<file path="src/rtl/reflet_uart_pkg.sv">
// Shared UART definitions: receiver FSM state encoding and bit-timing helpers.
// The timing helpers are also used by the testbench's serial sender model.
package reflet_uart_pkg;

  localparam logic [2:0] StIdle   = 3'd0;
  localparam logic [2:0] StStart  = 3'd1;
  localparam logic [2:0] StData   = 3'd2;
  localparam logic [2:0] StParity = 3'd3;
  localparam logic [2:0] StStop   = 3'd4;

  // Clock cycles per bit, integer-truncated.
  function automatic int unsigned uart_div(input int unsigned clk_freq,
                                           input int unsigned baud_rate);
    return clk_freq / baud_rate;
  endfunction

  // Cycles from a detected start edge to the middle of the start bit.
  function automatic int unsigned uart_half(input int unsigned clk_freq,
                                            input int unsigned baud_rate);
    return uart_div(clk_freq, baud_rate) / 2;
  endfunction

endpackage

</file>
<file path="src/rtl/reflet_fifo.sv">
// Parameterised show-ahead synchronous FIFO. The head entry is presented on
// rdata_o whenever the FIFO is not empty (zero otherwise). A push while full is
// accepted only if a pop happens in the same cycle; a pop while empty is ignored.
module reflet_fifo #(
  parameter int unsigned Width     = 8,
  parameter int unsigned DepthLog2 = 4
) (
  input  logic                 clk_i,
  input  logic                 rst_i,
  input  logic                 push_i,
  input  logic [Width-1:0]     wdata_i,
  input  logic                 pop_i,
  output logic [Width-1:0]     rdata_o,
  output logic                 full_o,
  output logic                 empty_o,
  output logic [DepthLog2:0]   fill_o
);

  localparam int unsigned Depth = 1 << DepthLog2;

  logic [Width-1:0]     mem_q [Depth];
  logic [DepthLog2-1:0] wptr_q, wptr_d;
  logic [DepthLog2-1:0] rptr_q, rptr_d;
  logic [DepthLog2:0]   fill_q, fill_d;
  logic                 do_push, do_pop;

  // Occupancy never exceeds Depth, so the MSB alone marks full.
  assign full_o  = fill_q[DepthLog2];
  assign empty_o = (fill_q == '0);
  assign fill_o  = fill_q;

  // Qualify requests and compute next pointers/occupancy.
  always_comb begin
    do_pop  = pop_i & ~empty_o;
    do_push = push_i & (~full_o | do_pop);
    wptr_d  = wptr_q;
    rptr_d  = rptr_q;
    fill_d  = fill_q;
    if (do_push) wptr_d = wptr_q + 1'b1;
    if (do_pop)  rptr_d = rptr_q + 1'b1;
    unique case ({do_push, do_pop})
      2'b10:   fill_d = fill_q + 1'b1;
      2'b01:   fill_d = fill_q - 1'b1;
      default: fill_d = fill_q;
    endcase
  end

  // Head output; zero while empty so the port is clean out of reset.
  always_comb begin
    rdata_o = '0;
    if (!empty_o) rdata_o = mem_q[rptr_q];
  end

  // Pointer and occupancy state.
  always_ff @(posedge clk_i) begin
    if (rst_i) begin
      wptr_q <= '0;
      rptr_q <= '0;
      fill_q <= '0;
    end else begin
      wptr_q <= wptr_d;
      rptr_q <= rptr_d;
      fill_q <= fill_d;
    end
  end

  // Storage array, no reset needed: contents are only visible when occupied.
  always_ff @(posedge clk_i) begin
    if (do_push) mem_q[wptr_q] <= wdata_i;
  end

endmodule

</file>
<file path="src/rtl/reflet_uart_rx.sv">
// Buffered UART receiver: 2-flop synchroniser, mid-bit sampling FSM, show-ahead
// FIFO and sticky error flags. Frame is 8N1 by default; defining
// REFLET_UART_RX_PARITY_EN selects 8E1 and adds the parity_err output.
module reflet_uart_rx
  import reflet_uart_pkg::*;
#(
  parameter int unsigned clk_freq        = 1_000_000,
  parameter int unsigned baud_rate       = 9600,
  parameter int unsigned fifo_depth_log2 = 4
) (
  input  logic                       clk,
  input  logic                       reset,
  input  logic                       rx,
  output logic [7:0]                 data_out,
  output logic                       data_valid,
  input  logic                       data_read,
  output logic                       overflow,
  output logic                       framing_err,
  input  logic                       err_clear,
  output logic [fifo_depth_log2:0]   fill
`ifdef REFLET_UART_RX_PARITY_EN
  ,
  output logic                       parity_err
`endif
);

  localparam int unsigned Div  = uart_div(clk_freq, baud_rate);
  localparam int unsigned Half = uart_half(clk_freq, baud_rate);
  localparam int unsigned CntW = $clog2(Div);
  // The counter expires on zero, so a load of N-1 gives an N-cycle interval.
  localparam logic [CntW-1:0] DivM1  = CntW'(Div - 1);
  localparam logic [CntW-1:0] HalfM1 = CntW'(Half - 1);

  logic            rx_meta_q, rxs_q;
  logic [2:0]      state_q, state_d;
  logic [CntW-1:0] cnt_q, cnt_d;
  logic [2:0]      bit_q, bit_d;
  logic [7:0]      shift_q, shift_d;
  logic            wait_high_q, wait_high_d;
  logic            overflow_q, overflow_d;
  logic            framing_err_q, framing_err_d;
  logic            expired, push, frame_evt, ovf_evt;
  logic            fifo_full, fifo_empty;
`ifdef REFLET_UART_RX_PARITY_EN
  logic            par_bad_q, par_bad_d;
  logic            parity_err_q, parity_err_d;
  logic            par_evt;
`endif

  // Frame decoder: mid-bit sampling driven by a single down-counter.
  always_comb begin
    state_d     = state_q;
    cnt_d       = cnt_q;
    bit_d       = bit_q;
    shift_d     = shift_q;
    wait_high_d = wait_high_q & ~rxs_q;
    push        = 1'b0;
    frame_evt   = 1'b0;
`ifdef REFLET_UART_RX_PARITY_EN
    par_bad_d   = par_bad_q;
    par_evt     = 1'b0;
`endif
    expired = (cnt_q == '0);
    if (state_q != StIdle && !expired) cnt_d = cnt_q - 1'b1;

    case (state_q)
      StIdle: begin
        // After a framing error the line must go high before a new start.
        if (!rxs_q && !wait_high_q) begin
          state_d = StStart;
          cnt_d   = HalfM1;
        end
      end
      StStart: begin
        if (expired) begin
          if (rxs_q) begin
            state_d = StIdle;
          end else begin
            state_d = StData;
            cnt_d   = DivM1;
            bit_d   = 3'd0;
          end
        end
      end
      StData: begin
        if (expired) begin
          shift_d = {rxs_q, shift_q[7:1]};
          bit_d   = bit_q + 3'd1;
          cnt_d   = DivM1;
          if (bit_q == 3'd7) begin
`ifdef REFLET_UART_RX_PARITY_EN
            state_d = StParity;
`else
            state_d = StStop;
`endif
          end
        end
      end
`ifdef REFLET_UART_RX_PARITY_EN
      StParity: begin
        if (expired) begin
          // Even parity: data bits plus parity bit must XOR to zero.
          par_bad_d = rxs_q ^ (^shift_q);
          par_evt   = rxs_q ^ (^shift_q);
          cnt_d     = DivM1;
          state_d   = StStop;
        end
      end
`endif
      StStop: begin
        if (expired) begin
          state_d = StIdle;
          if (rxs_q) begin
`ifdef REFLET_UART_RX_PARITY_EN
            push = ~par_bad_q;
`else
            push = 1'b1;
`endif
          end else begin
            frame_evt   = 1'b1;
            wait_high_d = 1'b1;
          end
        end
      end
      default: state_d = StIdle;
    endcase
  end

  // Sticky flags: a new event wins over a simultaneous clear.
  always_comb begin
    ovf_evt       = push & fifo_full & ~(data_read & ~fifo_empty);
    overflow_d    = ovf_evt | (overflow_q & ~err_clear);
    framing_err_d = frame_evt | (framing_err_q & ~err_clear);
`ifdef REFLET_UART_RX_PARITY_EN
    parity_err_d  = par_evt | (parity_err_q & ~err_clear);
`endif
  end

  // Synchroniser, decoder and flag state.
  always_ff @(posedge clk) begin
    if (reset) begin
      rx_meta_q     <= 1'b1;
      rxs_q         <= 1'b1;
      state_q       <= StIdle;
      cnt_q         <= '0;
      bit_q         <= '0;
      shift_q       <= '0;
      wait_high_q   <= 1'b0;
      overflow_q    <= 1'b0;
      framing_err_q <= 1'b0;
    end else begin
      rx_meta_q     <= rx;
      rxs_q         <= rx_meta_q;
      state_q       <= state_d;
      cnt_q         <= cnt_d;
      bit_q         <= bit_d;
      shift_q       <= shift_d;
      wait_high_q   <= wait_high_d;
      overflow_q    <= overflow_d;
      framing_err_q <= framing_err_d;
    end
  end

`ifdef REFLET_UART_RX_PARITY_EN
  // Parity check result and its sticky flag.
  always_ff @(posedge clk) begin
    if (reset) begin
      par_bad_q    <= 1'b0;
      parity_err_q <= 1'b0;
    end else begin
      par_bad_q    <= par_bad_d;
      parity_err_q <= parity_err_d;
    end
  end

  assign parity_err = parity_err_q;
`endif

  reflet_fifo #(
    .Width     (8),
    .DepthLog2 (fifo_depth_log2)
  ) u_fifo (
    .clk_i   (clk),
    .rst_i   (reset),
    .push_i  (push),
    .wdata_i (shift_q),
    .pop_i   (data_read),
    .rdata_o (data_out),
    .full_o  (fifo_full),
    .empty_o (fifo_empty),
    .fill_o  (fill)
  );

  assign data_valid  = ~fifo_empty;
  assign overflow    = overflow_q;
  assign framing_err = framing_err_q;

endmodule

</file>
<file path="config.mk">
export PLATFORM = sky130hd
export DESIGN_NAME = reflet_uart_rx
export DESIGN_NICKNAME = d
export VERILOG_FILES = /design/src/rtl/reflet_uart_pkg.sv /design/src/rtl/reflet_fifo.sv /design/src/rtl/reflet_uart_rx.sv
export SDC_FILE = /design/constraint.sdc
export NUM_CORES = 1
export LEC_CHECK = 0
export ABC_AREA = 1
export CAP_MARGIN = 40
export CORE_AREA = 2 2 147 149
export CTS_BUF_LIST = sky130_fd_sc_hd__clkbuf_4 sky130_fd_sc_hd__clkbuf_8
export CTS_CLUSTER_DIAMETER = 80
export CTS_CLUSTER_SIZE = 30
export DETAILED_ROUTE_END_ITERATION = 10
export DIE_AREA = 0 0 149 151
export DONT_BUFFER_PORTS = 1
export GPL_TIMING_DRIVEN = 0
export PLACE_DENSITY = 0.6
export REMOVE_ABC_BUFFERS = 1
export SLEW_MARGIN = 20
export SYNTH_ARGS = -nofsm -noshare
export SYNTH_HDL_FRONTEND = slang
export SYNTH_HIERARCHICAL = 1
export SYNTH_SLANG_ARGS = --single-unit
</file>
<file path="constraint.sdc">
create_clock -name clk -period 3.5 [get_ports clk]
set_clock_uncertainty 0.1 [all_clocks]
set_input_delay 0.175 -clock clk [delete_from_list [all_inputs] [get_ports clk]]
set_output_delay 0.175 -clock clk [all_outputs]
set_load 0.005 [all_outputs]
</file>
# After elaboration in Yosys (flattened, before gate mapping)
# Memories as Yosys holds them, arrays and structs flattened. A register that Yosys moved wholly into a read port is not among the register bits.
# Index checks and enable logic that the tools add are counted.
[totals] n_memories=1 inputBits=5 wordCells=92 ramBits=128 out_inout_bits=16 reg_bits=39
[memory_table] name="u_fifo.mem_q" depth=16 width=8 rd=1 rd_clocked_by_memory_dff=1 write_ports=1 line="reflet_fifo.sv:21" source="logic [Width-1:0] mem_q [Depth];"
[classes] eq_ne=12 bitwise_logic=15 add_sub_neg=6 reduce_logical=14 muxes=32
[ops] op="$mux 7" n=5
[ops] op="$mux 3" n=8
[ops] op="$pmux 7 s3" n=1
[ops] op="$ne 2x2->1 const B" n=6
[ops] op="$pmux 3 s4" n=1
[ops] op="$mux 1" n=11
[ops] op="$pmux 5 s2" n=1
[ops] op="$add 4x1->4 const B" n=2
[ops] op="$mux 4" n=2
[ops] op="$mux 8" n=1
[ops] op="$and 1x1->1" n=7
[ops] op="$logic_not 7->1" n=1
[ops] op="$sub 7x1->7 const B" n=1
[ops] op="$eq 3x3->1 const B" n=2
[ops] op="$pmux 3 s2" n=1
[ops] op="$add 5x1->5 const B" n=1
[ops] op="$logic_not 5->1" n=1
[ops] op="$not 1->1" n=5
[ops] op="$reduce_and 5->1" n=1
[ops] op="$sub 5x1->5 const B" n=1
[ops] op="$reduce_and 4->1" n=1
[ops] op="$reduce_bool 2->1" n=2
[ops] op="$add 3x1->3 const B" n=1
[ops] op="$eq 3x1->1 const B" n=1
[ops] op="10 further kinds" n=15

# Longest topological paths before layout
# Gate-level depths: netlist (run 1).
[depth] ltp_word=7 ltp_mapped=18 ltp_nobuf=18

# Modules after synthesis
# The synthesis (run 1) kept the hierarchy.
[by_module_without_submodules] module="reflet_fifo" seq_area_each_um2=4184.0 n_inst=1 cells_per_inst=482 area_per_inst_um2=5914.4
[by_module_without_submodules] module="reflet_uart_rx" seq_area_each_um2=520.5 n_inst=1 cells_per_inst=167 area_per_inst_um2=1280.0

# Worst setup path before layout (run 1)
# Ideal clock, no wire load.
[synth_path] kind="register to register" startpoint="register cnt_q[0]" endpoint="register u_fifo.fill_q[4], in the netlist u_fifo/fill_o[4]" arrival_time_ns=2.201 setup_time_ns=0.109 path_slack_ns=1.090 stages_incl_launch_ff=18 path_cell_list="dfxtp_1 -> inv_1 -> ha_1 -> inv_1 -> nor2_1 -> nand3_2 -> nor3_2 -> o21ai_2 -> ha_1 -> ha_1 -> inv_1 -> nor2_1 -> nor2_1 -> nand2_1 -> nand2_1 -> nand3_1 -> nand2_1 -> inv_1"
[synth_via] elab_chain_len=6 word_cells_on_any_way=8 cone_classes="eq/ne (2); mux (3); bitwise (1); reduce/logical (2)"
[synth_rtl] element="from (decl)" line="reflet_uart_rx.sv:36" source="logic [CntW-1:0] cnt_q, cnt_d;"
[synth_rtl] element="from (signal assigned)" line="reflet_uart_rx.sv:155" source="cnt_q <= cnt_d;"
[synth_rtl] element="$logic_not 7->1 *" line="reflet_uart_rx.sv:63" source="expired = (cnt_q == '0);"
[synth_rtl] element="$mux 1 *" line="reflet_uart_rx.sv:111" source="if (expired) begin"
[synth_rtl] element="$mux 1 *" line="reflet_uart_rx.sv:66" source="case (state_q)"
[synth_rtl] element="net push" line="reflet_uart_rx.sv:42" source="logic expired, push, frame_evt, ovf_evt;"
[synth_rtl] element="$and 1x1->1 *" line="reflet_fifo.sv:35" source="do_push = push_i & (~full_o | do_pop);"
[synth_rtl] element="$eq 2x1->1 / $eq 2x2->1 (equally long branches)" line="reflet_fifo.sv:41" source="unique case ({do_push, do_pop})"
[synth_rtl] element="$pmux 5 s2 / $reduce_bool 2->1 (equally long branches)"
[synth_rtl] element="to (signal assigned)" line="reflet_fifo.sv:63" source="fill_q <= fill_d;"
[synth_rtl] element="to (decl)" line="reflet_fifo.sv:24" source="logic [DepthLog2:0] fill_q, fill_d;"
# The timed path passes the listed nets; every way through them passes the cells marked *.
# A chain may end at the register's enable or synchronous reset.

==> results of run 1 <==
## sequential cells by signal, indices dropped and copies added (netlist names), named ones only
name and count:
wait_high_q 1, u_fifo/mem_q 128, u_fifo/rptr_q 4, overflow 1, bit_q 3, cnt_q 7
rxs_q 1, u_fifo/fill_o 5, state_q 3, shift_q 8, framing_err 1, u_fifo/wptr_q 4
rx_meta_q 1
## worst reg2reg max path: stages, from the launching register on
cell	delay, ps
dfxtp_1	310
inv_1	200
ha_1	220
inv_1	40
nor2_1	100
nand3_2	150
nor3_2	240
o21ai_2	150
inv_1	150
nand2_1	190
nor2_1	710
## power groups by stage
| stage | combinational, uW | clock [uW] | sequential [uW] |
|---|---|---|---|
| floorplan | 1230 | 0 | 2680 |
| global placement | 1550 | 0 | 2860 |
| detailed placement | 1560 | 0 | 2870 |
| CTS | 1570 | 1260 | 2820 |
| global route | 1790 | 1340 | 2860 |
| finish | 1570 | 1230 | 2810 |
## metrics by stage
step                      setup slack [ps]  hold slack [ps]  total power, uW
after global placement                -232              143             4410
after CTS                              456             53.9             5650
final                                  487             80.0             5610
after detailed placement               585              146             4430
after global routing                   271              185             5990
after floorplan                       1060              137             3910
## cell type report
cell class / count / area (um^2) / area share [%]
timing repair buffer: 10 / 92.6 / 1.19
multi-input combinational: 409 / 2140 / 27.5
sequential: 171 / 4710 / 60.5
clock buffer: 18 / 241 / 3.10
tap: 275 / 344 / 4.42
inverter: 42 / 165 / 2.12
clock inverter: 12 / 92.6 / 1.19
## layer usage
metal | global-route usage (%) | wire, um
met4 | 3.90 | 107
met3 | 3.67 | 902
met5 | 0 | 0
met2 | 21.9 | 7090
met1 | 19.9 | 7370
## worst paths after layout
| check | slack [ps] | end |
|---|---|---|
| setup / recovery | 490 | data_out[4] |
| hold / removal | 80 | u_fifo/fill_o[3] |
| setup reg to reg | 580 | u_fifo/mem_q[7][1] |
| hold reg to reg | 320 | rxs_q |
## kinds of logic after synthesis
| group | Yosys count | synth area share (%) |
|---|---|---|
| and+or+nand+nor | 234 | 14.2 |
| buffers and inverters | 69 | 4.80 |
| xor gates and xnor gates | 10 | 1.22 |
| DFF | 171 | 65.4 |
| AOI/OAI and AO/OA | 153 | 12.3 |
| adders and majority gates | 12 | 2.09 |
## cells in the mapped netlist
cell type,count
clkbuf_1,6
o21ai_1,16
ha_1,12
inv_6,1
clkinv_2,2
xor2_1,7
nor3_1,1
clkinv_1,1
inv_1,37
a21oi_1,26
inv_2,1
nor2_1,134
o22ai_1,8
nand4_1,5
xnor2_1,3
o21ai_0,74
buf_4,10
nor3_2,1
buf_12,1
nor2_4,2
o21ai_2,2
nand3_2,2
nor2_2,1
nand3_1,33
nand2_4,3
buf_2,8
nand2_1,45
dfxtp_1,43
edfxtp_1,128
a21oi_2,2
o21a_1,1
buf_6,2
nand2_2,2
nor2_8,1
o221ai_1,24
or2_2,4
## repair_timing
| action | 4_1_cts | 5_1_grt |
|---|---|---|
| hold buffers | 4 | 0 |
| hold endpoints to repair | 43 | 0 |
| setup endpoints to repair | 0 | 0 |
==> impl_metrics.yaml, run 1 <==
status:
  status: "finished clean"
critical_path:
  crit_chain: "clkinv_2 > o21ai_0 > o22ai_1 > nor2_1 > nor2_1 > o21ai_1 > a21oi_1"
  critPathSlowestCell: "dfxtp_2"
  worst_path_largest_cell_delay_ps: 800
  crit_buf_inv: 1
  worstRegToRegCells: 10
  cpMostUsedCell: "nor2_1"
  required_ps: 3220
  crit_cells: 7
  cp_top_family: "flip-flops"
  reg2reg_from: "cnt_q[0]"
  end_kind: "output port"
  cp.arrival_ps: 2740
  crit_fanout: 33
  worstSetupPathType: "reg -> out"
  start_kind: "flip-flop"
detailed_routing:
  drt_iter0_markers: 280
  drc_errors: 0
  ant_nets: 0
  vias: 4650
  routed_wl_um: 15500
  via_per_inst: 4.96
  firstDrtPassIters: 5
  wl_per_cell_um: 16.5
place:
  place.gp.congestion: 0.829
  io_buffers: 0
  dp.cells: 898
  dp_hpwl_um: 9070
  place_area_mm2: 0.00737
power:
  p_comb_share_pct: 27.9
  p_clk_share_pct: 22.0
  p_leak_uw: 0.00275
  peakVddDrop_mv: 0.581
  power.density_mw_per_mm2: 720
  power_frac_seq_pct: 50.1
  p_int_uw: 3470
  sw_frac_of_total_pct: 38.2
  power_switching_uw: 2140
synthesis:
  synth_seq_cells: 171
  synth.distinct_cells: 36
  synthCells: 649
  ys_seq_area_share_pct: 65.4
  syn-cell-area_mm2: 0.00719
  netlist_top_cells_area: "edfxtp_1 (53%), dfxtp_1 (12%), nor2_1 (7.0%), o21ai_0 (5.1%), o221ai_1 (2.9%)"
  yosys_warnings: 6
  syn_area_per_cell_um2: 11.1
  yosys.area.top_type: "edfxtp_1"
  yosys.area.top_type_share_pct: 53.4
job:
  max_cap_viol_count: 0
clock_tree:
  clk-insertion-delay-late_ps: 450
  clkTransAtPathRegs_ps: 80
  cts_buffers: 17
  clkSinkCount: 171
  cts_setup_buffers: 0
  ctsResizeCount: 0
  cts_tree: "yes"
  clk_path_buf_depth: 2
  cts.htree.levels: 4
  cts_root_buf: "clkbuf_8"
grt:
  grt_usage_pct: 14.2
  antenna_found_initial: 0
  grt_max_degree: 66
  grt_pass1_vias: 4268
  grt-ovfl-total: 0
  grt_pass1_wl_um: 24000
layout:
  fin_util_pct: 37.4
  final_cell_mix: "nor2_1 (134), edfxtp_1 (128), o21ai_0 (74)"
  syn2layout_area_growth_pct: 8.28
  final_common_cell: "nor2_1"
  layout.nets: 668
  nFillCells: 2069
  postLayoutCellArea_mm2: 0.00779
  diodes: 0
  drive_gt1_share_pct: 9.06
  final_cell_count_no_fill: 937
die:
  die-area_mm2: 0.0225
  core.rowCount: 53
  start_util_pct: 34.6
  die_y_um: 151
  core_mm2: 0.0208
  die_w_um: 149
  num_io_pins: 21
sta:
  max_freq_mhz: 332
  slew_viol_final: 0
  grt_setup_unrepaired: "false"
  period_share_pct: 86.1
  finalSetupViolCount: 0
  min_period_ps: 3010
  worst_slew_pin_slew_ps: 865
  relSlewSlack_pct: 42.1
  setup_tns_ps: 0
  hold_viol_final: 0
hold_path:
  min_from: "data_read"
  whs_path_depth: 6
  holdCritPathClass: "in -> reg"
Power figures use the tool's default switching activity.
==> inputs of run 2 (changes only) <==
--- a/config.mk
+++ b/config.mk
@@ -7,15 +7,15 @@
 export LEC_CHECK = 0
 export ABC_AREA = 1
 export CAP_MARGIN = 40
-export CORE_AREA = 2 2 147 149
+export CORE_AREA = 2 2 175 125
 export CTS_BUF_LIST = sky130_fd_sc_hd__clkbuf_4 sky130_fd_sc_hd__clkbuf_8
 export CTS_CLUSTER_DIAMETER = 80
 export CTS_CLUSTER_SIZE = 30
 export DETAILED_ROUTE_END_ITERATION = 10
-export DIE_AREA = 0 0 149 151
+export DIE_AREA = 0 0 177 127
 export DONT_BUFFER_PORTS = 1
 export GPL_TIMING_DRIVEN = 0
-export PLACE_DENSITY = 0.6
+export PLACE_DENSITY = 0.54
 export REMOVE_ABC_BUFFERS = 1
 export SLEW_MARGIN = 20
 export SYNTH_ARGS = -nofsm -noshare
==> impl_metrics.yaml, run 2 (same netlist as run 1, synthesis figures left out) <==
status:
  status: "finished clean"
sta:
  hold_viol_final: 0
  period_share_pct: 89.8
  hold_slack_ps: 96.8
  finalSetupViolCount: 0
  max_freq_mhz: 318
  worst_slew_pin_slew_ps: 854
  slew_viol_final: 0
  setup_tns_ps: 0
  min_period_ps: 3140
  relSlewSlack_pct: 43.0
  grt_setup_unrepaired: "false"
detailed_routing:
  vias: 4785
  drc_errors: 0
  routed_wl_um: 16400
  drt_iter0_markers: 463
  ant_nets: 0
  wl_per_cell_um: 17.3
  firstDrtPassIters: 7
  via_per_inst: 5.06
clock_tree:
  cts_tree: "yes"
  cts_root_buf: "clkbuf_8"
  clkTransAtPathRegs_ps: 90
  clkSinkCount: 171
  ctsResizeCount: 0
  clk-insertion-delay-late_ps: 450
  clk_path_buf_depth: 2
  cts_buffers: 17
  cts_setup_buffers: 0
  cts.htree.levels: 4
critical_path:
  crit_fanout: 33
  worstSetupPathType: "reg -> out"
  end_kind: "output port"
  start_kind: "flip-flop"
  required_ps: 3220
  cp.arrival_ps: 2870
layout:
  final_common_cell: "nor2_1"
  multiInputGateArea_mm2: 0.00214
  layout.nets: 674
  postLayoutCellArea_mm2: 0.00785
  drive_gt1_share_pct: 10.3
  regMostFlops: "u_fifo/mem_q"
  seq_area_mm2: 0.00471
  reg_top3: "u_fifo/mem_q (128), shift_q (8), cnt_q (7)"
  final_cell_mix: "nor2_1 (134), edfxtp_1 (128), o21ai_0 (74)"
  largest_reg_flops: 128
  syn2layout_area_growth_pct: 9.15
  nFillCells: 1964
  final_cell_count_no_fill: 946
  diodes: 0
  fin_util_pct: 38.0
place:
  dp.cells: 898
  place.gp.congestion: 0.791
  place_area_mm2: 0.00736
  dp_hpwl_um: 9960
  io_buffers: 0
power:
  p_int_uw: 3470
  power_frac_seq_pct: 49.6
  p_clk_share_pct: 21.9
  p_leak_uw: 0.00278
  peakVddDrop_mv: 0.296
  sw_frac_of_total_pct: 38.9
  p_comb_share_pct: 28.5
  power_switching_uw: 2210
  power.density_mw_per_mm2: 723
grt:
  grt_pass1_wl_um: 25200
  grt_usage_pct: 15.0
  antenna_found_initial: 0
  grt_max_degree: 66
  grt_pass1_vias: 4582
  grt-ovfl-total: 0
hold_path:
  holdCritPathClass: "in -> reg"
job:
  max_cap_viol_count: 0
die:
  start_util_pct: 34.8
  core.rowCount: 44
  die-area_mm2: 0.0225
  num_io_pins: 21
  die_w_um: 177
  die_y_um: 127
  core_mm2: 0.0206
[run 2: worst max-delay path: stages (launching register included)]
cell	delay, ps
dfxtp_2	830
clkinv_2	680
o21ai_0	260
o22ai_1	120
nor2_1	190
nor2_1	60
o21ai_1	130
a21oi_1	140
[run 2: final timing paths]
check	from	to	slack [ps]	depth (start not counted)
setup / recovery	flip-flop	data_out[3]	360	7
setup reg to reg	cnt_q[0]	u_fifo/mem_q[12][2]	660	10
hold reg to reg	rx_meta_q	rxs_q	310	1
hold / removal	data_read	u_fifo/fill_o[2]	100	5
[run 2: final cells by class]
| type | count | share of cell area, % |
|---|---|---|
| clock buffers | 17 | 2.98 |
| clock inverters | 15 | 1.48 |
| inverters | 42 | 2.10 |
| multi-input cells | 409 | 27.3 |
| flip-flops and latches | 171 | 60.0 |
| well taps | 276 | 4.40 |
| repair buffers | 16 | 1.75 |
[run 2: layer usage]
metal  part of all wire (%)  vias up  track usage [%]
met1                     46     2328             20.0
met5                      0        -                0
met3                    5.5       18             3.48
li1                       -     2312                -
met4                    1.5        0             5.35
met2                     47      127             24.0
[run 2: power by group through the flow]
stage	Combinational, uW	Clock, uW	Sequential [uW]
floorplan	1230	0	2680
global placement	1550	0	2850
detailed placement	1600	0	2880
CTS	1610	1280	2830
global route	1830	1350	2870
finish	1620	1240	2820
[run 2: per-stage QoR]
stage	total power [uW]	setup WS, ps
detailed placement	4470	573
finish	5680	358
global placement	4410	-236
floorplan	3910	1060
CTS	5720	324
global route	6050	134
[run 2: timing repair]
action,4_1_cts,5_1_grt
endpoints found under the setup margin,0,0
hold buffers,4,0
endpoints found under the hold margin,43,0
